`config.mk`:
```
export PLATFORM = sky130hd
export DESIGN_NAME = gol_gen_scheduler
export DESIGN_NICKNAME = d
export VERILOG_FILES = /design/src/rtl/gol_pkg.sv /design/src/rtl/gol_frame_divider.sv /design/src/rtl/gol_gen_scheduler.sv
export SDC_FILE = /design/constraint.sdc
export NUM_CORES = 1
export LEC_CHECK = 0
export BUFFER_PORTS_ARGS = -buffer_cell sky130_fd_sc_hd__buf_4
export CAP_MARGIN = 20
export CORE_MARGIN = 2
export CORE_UTILIZATION = 27
export CTS_CLUSTER_DIAMETER = 200
export DETAILED_ROUTE_END_ITERATION = 16
export SLEW_MARGIN = 30
export SYNTH_ARGS = -nofsm -noshare
export SYNTH_HDL_FRONTEND = slang
export SYNTH_SLANG_ARGS = --single-unit
```
`constraint.sdc`:
```
create_clock -name clk -period 3.6 [get_ports clk]
set_input_delay 0.72 -clock clk [delete_from_list [all_inputs] [get_ports clk]]
set_output_delay 0.72 -clock clk [all_outputs]
set_load 0.005 [all_outputs]
```
`src/rtl/gol_pkg.sv`:
```
// Shared definitions for the 8x8 Game of Life engine: board geometry,
// scheduler phase encoding and built-in pattern identifiers.
package gol_pkg;

    localparam int BOARD_W   = 8;
    localparam int BOARD_H   = 8;
    localparam int CELL_BITS = 6;
    localparam int NUM_CELLS = BOARD_W * BOARD_H;

    typedef enum logic [1:0] {
        ST_IDLE    = 2'd0,
        ST_LOAD    = 2'd1,
        ST_COPY    = 2'd2,
        ST_COMPUTE = 2'd3
    } state_e;

    localparam logic [1:0] PAT_UW      = 2'd0;
    localparam logic [1:0] PAT_GLIDER  = 2'd1;
    localparam logic [1:0] PAT_BLINKER = 2'd2;
    localparam logic [1:0] PAT_CLEAR   = 2'd3;

endpackage

```
`src/rtl/gol_frame_divider.sv`:
```
// Counts frame ticks (saturating) and flags when enough frames have passed
// for the next generation at the current speed setting.
module gol_frame_divider #(
    parameter int SPEED_W = 3
) (
    input  logic               clk,
    input  logic               rst_n,
    input  logic               frame_tick,
    input  logic               clear,
    input  logic [SPEED_W-1:0] speed,
    output logic               gen_due
);

    // Wide enough to hold 2^(2^SPEED_W - 1) without overflow.
    localparam int CMP_W = (1 << SPEED_W) + 1;

    logic [SPEED_W-1:0] frame_cnt;
    logic [CMP_W-1:0]   cnt_next;
    logic [CMP_W-1:0]   threshold;

    // speed is used live, so a new value applies from the next tick on.
    always_comb begin
        cnt_next  = CMP_W'(frame_cnt) + CMP_W'(1);
        threshold = CMP_W'(1) << speed;
        gen_due   = (cnt_next >= threshold);
    end

    // NOTE: reset is synchronous here, so rst_n is sampled only on the clock edge.
    always_ff @(posedge clk) begin
        if (!rst_n) begin
            frame_cnt <= '0;
        end else if (clear) begin
            frame_cnt <= '0;
        end else if (frame_tick && (frame_cnt != '1)) begin
            frame_cnt <= frame_cnt + SPEED_W'(1);
        end
    end

endmodule

```
`src/rtl/gol_gen_scheduler.sv`:
```
// Phase sequencer for the Game of Life engine: LOAD, COPY (curr->prev) and
// COMPUTE (prev->curr), started on frame boundaries and rate-limited by speed.
module gol_gen_scheduler #(
    parameter int CELL_BITS = 6,
    parameter int GEN_W     = 16,
    parameter int SPEED_W   = 3
) (
    input  logic                 clk,
    input  logic                 rst_n,
    input  logic                 frame_tick,
    input  logic                 run,
    input  logic                 step_req,
    input  logic                 load_req,
    input  logic [1:0]           pattern_sel,
    input  logic [SPEED_W-1:0]   speed,
    output logic [CELL_BITS-1:0] cell_idx,
    output logic [CELL_BITS-1:0] nbr_idx,
    output logic                 load_en,
    output logic [1:0]           load_pattern,
    output logic                 copy_en,
    output logic                 compute_en,
    output logic                 disp_sel,
    output logic                 gen_done,
    output logic [GEN_W-1:0]     gen_count,
    output logic                 busy
);

    import gol_pkg::*;

    localparam logic [1:0] S_IDLE    = ST_IDLE;
    localparam logic [1:0] S_LOAD    = ST_LOAD;
    localparam logic [1:0] S_COPY    = ST_COPY;
    localparam logic [1:0] S_COMPUTE = ST_COMPUTE;

    localparam int             CELLS     = 1 << CELL_BITS;
    localparam int             PH_W      = CELL_BITS + 1;
    localparam logic [PH_W-1:0] LAST_CELL = PH_W'(CELLS - 1);
    localparam logic [PH_W-1:0] LAST_COMP = PH_W'(CELLS);

    logic [1:0]      state;
    logic [PH_W-1:0] phase_cnt;
    logic            load_pend;
    logic [1:0]      pend_pattern;
    logic            step_pend;
    logic            step_trig;
    logic            gen_due;

    logic load_last;
    logic copy_last;
    logic comp_last;
    logic start_load;
    logic start_copy;
    logic div_clear;

    always_comb begin
        load_last  = (state == S_LOAD)    && (phase_cnt == LAST_CELL);
        copy_last  = (state == S_COPY)    && (phase_cnt == LAST_CELL);
        comp_last  = (state == S_COMPUTE) && (phase_cnt == LAST_COMP);
        start_load = (state == S_IDLE) && frame_tick && load_pend;
        start_copy = (state == S_IDLE) && frame_tick && !load_pend
                     && (step_pend || (run && gen_due));
        div_clear  = start_copy || load_last;
    end

    gol_frame_divider #(
        .SPEED_W (SPEED_W)
    ) u_frame_divider (
        .clk        (clk),
        .rst_n      (rst_n),
        .frame_tick (frame_tick),
        .clear      (div_clear),
        .speed      (speed),
        .gen_due    (gen_due)
    );

    // NOTE: every output assigned in this block gets a default first, so no latch is inferred.
    always_comb begin
        load_en    = (state == S_LOAD);
        copy_en    = (state == S_COPY);
        compute_en = (state == S_COMPUTE) && (phase_cnt != '0);
        disp_sel   = (state == S_COMPUTE);
        busy       = (state != S_IDLE);
        cell_idx   = '0;
        nbr_idx    = '0;
        case (state)
            S_LOAD, S_COPY: cell_idx = phase_cnt[CELL_BITS-1:0];
            S_COMPUTE: begin
                // The neighbour fetch runs one cell ahead of the write address.
                nbr_idx = phase_cnt[CELL_BITS-1:0];
                if (phase_cnt != '0) begin
                    cell_idx = CELL_BITS'(phase_cnt - PH_W'(1));
                end
            end
            default: ;
        endcase
    end

    // NOTE: sequential state uses non-blocking assignments only.
    always_ff @(posedge clk) begin
        if (!rst_n) begin
            state        <= S_IDLE;
            phase_cnt    <= '0;
            load_pattern <= PAT_UW;
            step_trig    <= 1'b0;
            gen_done     <= 1'b0;
        end else begin
            gen_done <= comp_last;
            case (state)
                S_IDLE: begin
                    phase_cnt <= '0;
                    if (start_load) begin
                        state        <= S_LOAD;
                        load_pattern <= pend_pattern;
                    end else if (start_copy) begin
                        state     <= S_COPY;
                        step_trig <= step_pend;
                    end
                end
                S_LOAD: begin
                    phase_cnt <= load_last ? '0 : phase_cnt + PH_W'(1);
                    if (load_last) state <= S_IDLE;
                end
                S_COPY: begin
                    phase_cnt <= copy_last ? '0 : phase_cnt + PH_W'(1);
                    if (copy_last) state <= S_COMPUTE;
                end
                default: begin
                    phase_cnt <= comp_last ? '0 : phase_cnt + PH_W'(1);
                    if (comp_last) state <= S_IDLE;
                end
            endcase
        end
    end

    // A fresh load request outranks the end-of-load clear; the reverse holds
    // for steps, so step pulses arriving during a stepped generation collapse.
    always_ff @(posedge clk) begin
        if (!rst_n) begin
            load_pend    <= 1'b1;
            pend_pattern <= PAT_UW;
            step_pend    <= 1'b0;
            gen_count    <= '0;
        end else begin
            if (load_req) begin
                load_pend    <= 1'b1;
                pend_pattern <= pattern_sel;
            end else if (load_last) begin
                load_pend <= 1'b0;
            end

            if (load_last || (comp_last && step_trig)) begin
                step_pend <= 1'b0;
            end else if (step_req && !run) begin
                step_pend <= 1'b1;
            end

            if (load_last) begin
                gen_count <= '0;
            end else if (comp_last) begin
                gen_count <= gen_count + GEN_W'(1);
            end
        end
    end

endmodule

```
* Word-level counts from Yosys, hierarchy flattened
Cells that the tools add are included.
** Storage, ports and cells
- Register bits after elaboration :: 36
- Output and inout bits :: 36
** Operators by class
- $add $sub $neg :: 5
- Bitwise logic cells :: 2
- Eq/ne operators :: 9
- Shift operators :: 1
- Magnitude comparators :: 1
- Reductions and logical operators :: 29
- Mux-type cells :: 13
** Operators with widths (count)
- $mux 7 :: 3
- $pmux 7 s3 :: 1
- $add 16x1->16 const B :: 1
- $logic_and 1x1->1 :: 12
- $mux 6 :: 2
- $pmux 6 s2 :: 1
- $mux 2 :: 5
- $reduce_or 2->1 :: 5
- $ge 9x9->1 :: 1
- $shl 1x3->9 const A :: 1
- $add 7x1->7 const B :: 1
- $eq 7x6->1 const B :: 1
- $eq 7x7->1 const B :: 1
- $reduce_bool 7->1 :: 1
- $ne 3x3->1 const B :: 2
- $pmux 2 s3 :: 1
- $sub 6x1->6 const B :: 1
- $add 3x1->4 const B :: 1
- $eq 2x2->1 const B :: 2
- $ne 2x1->1 const B :: 2
- $reduce_and 4->1 :: 1
- $reduce_bool 4->1 :: 1
- $add 3x1->3 const B :: 1
- $logic_or 1x1->1 :: 3
- 7 further kinds :: 9

* Longest topological paths before layout
- Word-level depth :: 8
- Depth in mapped cells :: 10
- Gate-level depth less buffers :: 8

* Modules after synthesis
From an unflattened synthesis, not the netlist that was laid out.
** Second synthesis, totals
- Cells, all modules :: 243
- Area, all modules :: 2080.7 um^2
** By module, submodules not included
- gol_gen_scheduler :: times used 1, cells each 214, area each 1820.5 um^2
- gol_frame_divider :: times used 1, cells each 29, area each 260.2 um^2

* Least setup slack after synthesis
Ideal clock, no wire load.
- Path kind :: reg-to-output
- Start :: register phase_cnt[0]
- End :: output cell_idx[1]
- Slack :: 0.819 ns
- Path buffers :: 2
- Arrival time :: 2.061 ns
- Stages on the path, launching flop included :: 10
- Cells stage by stage :: dfxtp_1 -> clkbuf_1 -> inv_1 -> ha_1 -> or3b_1 -> buf_6 -> o41ai_1 -> inv_1 -> a22oi_1 -> nor2_1
** Between the ends
- Cells in the longest elaborated chain, start to end :: 3
- Elaborated cells on any way between the ends :: 4
- Classes of those cells :: 1 x add/sub; 2 x mux; 1 x reduce/logical
** Ends and longest elaborated chain
- start: declaration :: RTL line gol_gen_scheduler.sv:41 : logic [PH_W-1:0] phase_cnt;
- start signal: assignment :: RTL line gol_gen_scheduler.sv:120 : phase_cnt <= load_last ? '0 : phase_cnt + PH_W'(1);
- start signal: assignment :: RTL line gol_gen_scheduler.sv:124 : phase_cnt <= copy_last ? '0 : phase_cnt + PH_W'(1);
- start signal: assignment :: RTL line gol_gen_scheduler.sv:128 : phase_cnt <= comp_last ? '0 : phase_cnt + PH_W'(1);
- $sub 6x1->6 / $reduce_bool 7->1 (equally long branches) :: RTL line gol_gen_scheduler.sv:91, gol_gen_scheduler.sv:90
- $mux 6 * :: RTL line gol_gen_scheduler.sv:90 : if (phase_cnt != '0) begin
- $pmux 6 s2 * :: RTL line gol_gen_scheduler.sv:85 : case (state)
- end: declaration :: RTL line gol_gen_scheduler.sv:16 : output logic [CELL_BITS-1:0] cell_idx,
Mark *: on every way between the ends. The rest lies on a longest branch, timed or not.

* Worst setup path after layout
- Start :: register phase_cnt[0]
- End :: output cell_idx[2]
The elaborated chain is that of the path after synthesis.

==> impl_metrics.toml <==
[status]
status = "completed"

[timing]
fin_tns_setup_ns = 0
maxSlewHeadroom_pct = 50.6
clock.fmax_mhz = 316
min_period_ns = 3.16
fin_ws_ns = 0.440
finalSetupViolations = 0
rsz0062_at_grt = "no"
finalMaxSlewViolations = 0
hold_ws_ns = 0.428
hold_viol = 0
fin_worst_skew_ns = 0.0110
max_slew.worst_pin.slew_ns = 0.734
timing.final.crit_share_pct = 87.8

[clocking]
htreeDepth = 2
clk_pin_slew_ns = 0.07
cts_buffers = 5
cts-root-buf = "clkbuf_8"
cts_hold_buf = 0
clock_sinks = 36
clockBufferDepth = 2
clkLatencyLatePin_ns = 0.29
cts_tree = "built"

[placement]
gp_congestion = 0.766
port-buffer-count = 46
pre_cts_slack_ns = 0.504
placed_area_mm2 = 0.00239
placed_cells = 373
dp_hpwl_mm = 3.46

[power]
peakVddDrop_v = 0.000186
powerDensity_mw_per_mm2 = 436
design_power_total_mw = 1.09
p_leak_nw = 1.06

[route]
detail_route.first_pass.iterations = 5
viasPerCell = 4.60
route.detailed.wl_per_inst_um = 11.4
wirelength_mm = 4.34
first_iter_violations = 38
ant_nets = 0
drc = 0
num_vias = 1754

[worst_setup_path]
cp_num_buf_inv = 3
worst-path-max-fanout = 9
cp_data_arrival_time_ns = 2.44
crit_top_cell = "inv_1"
path_cells = "inv_1, ha_1, or3b_1, o41ai_2, inv_1, a22oi_1, nor2_1, buf_4"
start_kind = "register"
critPathTopFamily = "compound AO/OA/AOI/OAI gates"
crit_path_end_kind = "primary output"
cp.required_ns = 2.88
crit_type = "reg -> out"
max_stage_delay_ns = 0.50
slowest_stage = "or3b_1"

[cells_and_area]
nets = 305
layout_common_cells = "46 x buf_4, 43 x nor2_1, 36 x dfxtp_1, 18 x nand2_1, 14 x xnor2_1"
fin_cells = 381
antenna_cells = 0
final_util_pct = 34.9
final_common_cell = "buf_4"
drive_gt1_share_pct = 21.6
design_area_mm2 = 0.00251
area_growth_pct = 26.5

[yosys]
ys_ff_latch = 36
synth_area_mm2 = 0.00198
synth.distinct_cells = 41
ys_seq_area_share_pct = 36.4
async_flop_share_pct = 0
netlist.area_leader.share_pct = 36.4
synth_warnings = 0
synth_edf_count = 0
avgSynthCellArea_um2 = 8.40
syn_nets = 260
syn_inst = 236
synth_top_area_cell = "dfxtp_1"
ys.flop_type = "dfxtp_1"
yosys-top-cells-area = "dfxtp_1 36%, ha_1 8.2%, nor2_1 8.1%"

[floorplanning]
core_mm2 = 0.00718
die_area_mm2 = 0.00804
placementRows = 31
die_h_um = 89.7
io-pin-count = 47
start_util_pct = 27.6
die_x_um = 89.7

[global_route]
grt_pass1_wl_mm = 7.38
grt_antenna_before_repair = 0
grt_max_degree = 18
grt-ovfl-total = 0
grt.total_usage_pct = 11.6
grt_pass1_vias = 1663

[worst_hold_path]
hold_class = "reg -> reg"

[job]
maxCapViolCount = 0
## worst reg2reg max path: cells and delay by family (launching register included)
family | cells | cell delay, ns
fa+ha+maj | 1 | 0.17
xor+xnor | 1 | 0.17
simple gates | 4 | 1.49
flops | 1 | 0.38
buf+inv | 1 | 0.08
## report_power, final
part           switching [mW]  total [mW]  internal [mW]
Combinational           0.175       0.299          0.124
Clock                   0.144       0.349          0.205
Sequential             0.0254       0.445          0.420
Total                   0.345        1.09          0.749
## layer usage
metal / wire (µm) / GRT usage, % / vias to the layer above
li1: - / - / 888
met1: 1950 / 14.4 / 829
met2: 2070 / 19.1 / 32
met3: 284 / 3.56 / 5
met4: 39 / 4.07 / 0
met5: 0 / 0 / -
## cell type report
class	count	area (µm²)
multi-input cells	180	1160
repair buffers	46	345
fillers	762	4670
well taps	99	124
inverters	12	45.0
clock inverters	3	42.5
flip-flops and latches	36	721
clock buffers	5	68.8
## path summary, 6_finish.rpt
| check | startpoint | endpoint | slack [ns] | depth (start not counted) |
|---|---|---|---|---|
| worst max-delay path | phase_cnt[0] | cell_idx[2] | 0.44 | 8 |
| worst min register to register | step_trig | step_pend | 0.43 | 1 |
| worst max register to register | phase_cnt[0] | gen_count[15] | 1.20 | 7 |
| worst min-delay path | step_trig | step_pend | 0.43 | 1 |
## cell families after synthesis
| family | after synthesis | share of synthesized area, % |
|---|---|---|
| and+or+nand+nor | 107 | 27.4 |
| DFF | 36 | 36.4 |
| AOI/OAI and AO/OA | 31 | 9.28 |
| xor gates and xnor gates | 22 | 9.72 |
| buffers and inverters | 20 | 5.49 |
| adders and majority gates | 13 | 8.21 |
| muxes | 7 | 3.54 |
## repair_timing
action,CTS,global route
endpoints found under the hold margin,0,0
resized for setup,0,1
setup endpoints to repair,0,4
buffers inserted,0,0
## synth_stat cells, types with 2 or more instances
master / instances
nor2_1: 43
xnor2_1: 14
inv_1: 12
a21oi_1: 12
a22oi_1: 3
mux2i_1: 7
ha_1: 13
nor4_1: 3
and3_1: 3
dfxtp_1: 36
xor2_1: 8
and2_1: 6
nor2b_1: 3
nand2_1: 18
nand3_1: 7
o21ai_0: 8
nor3_1: 6
clkbuf_1: 3
and3b_1: 2
buf_6: 4
nand4_1: 5
## state kept, by name, indices dropped and copies added, names as in the netlist
signal,count
pend_pattern,2
gen_count,16
load_pend,1
step_trig,1
phase_cnt,7
u_frame_divider.frame_cnt,3
load_pattern,2
state,2
step_pend,1
gen_done,1
Note: power is estimated with default switching activity, not from simulation.
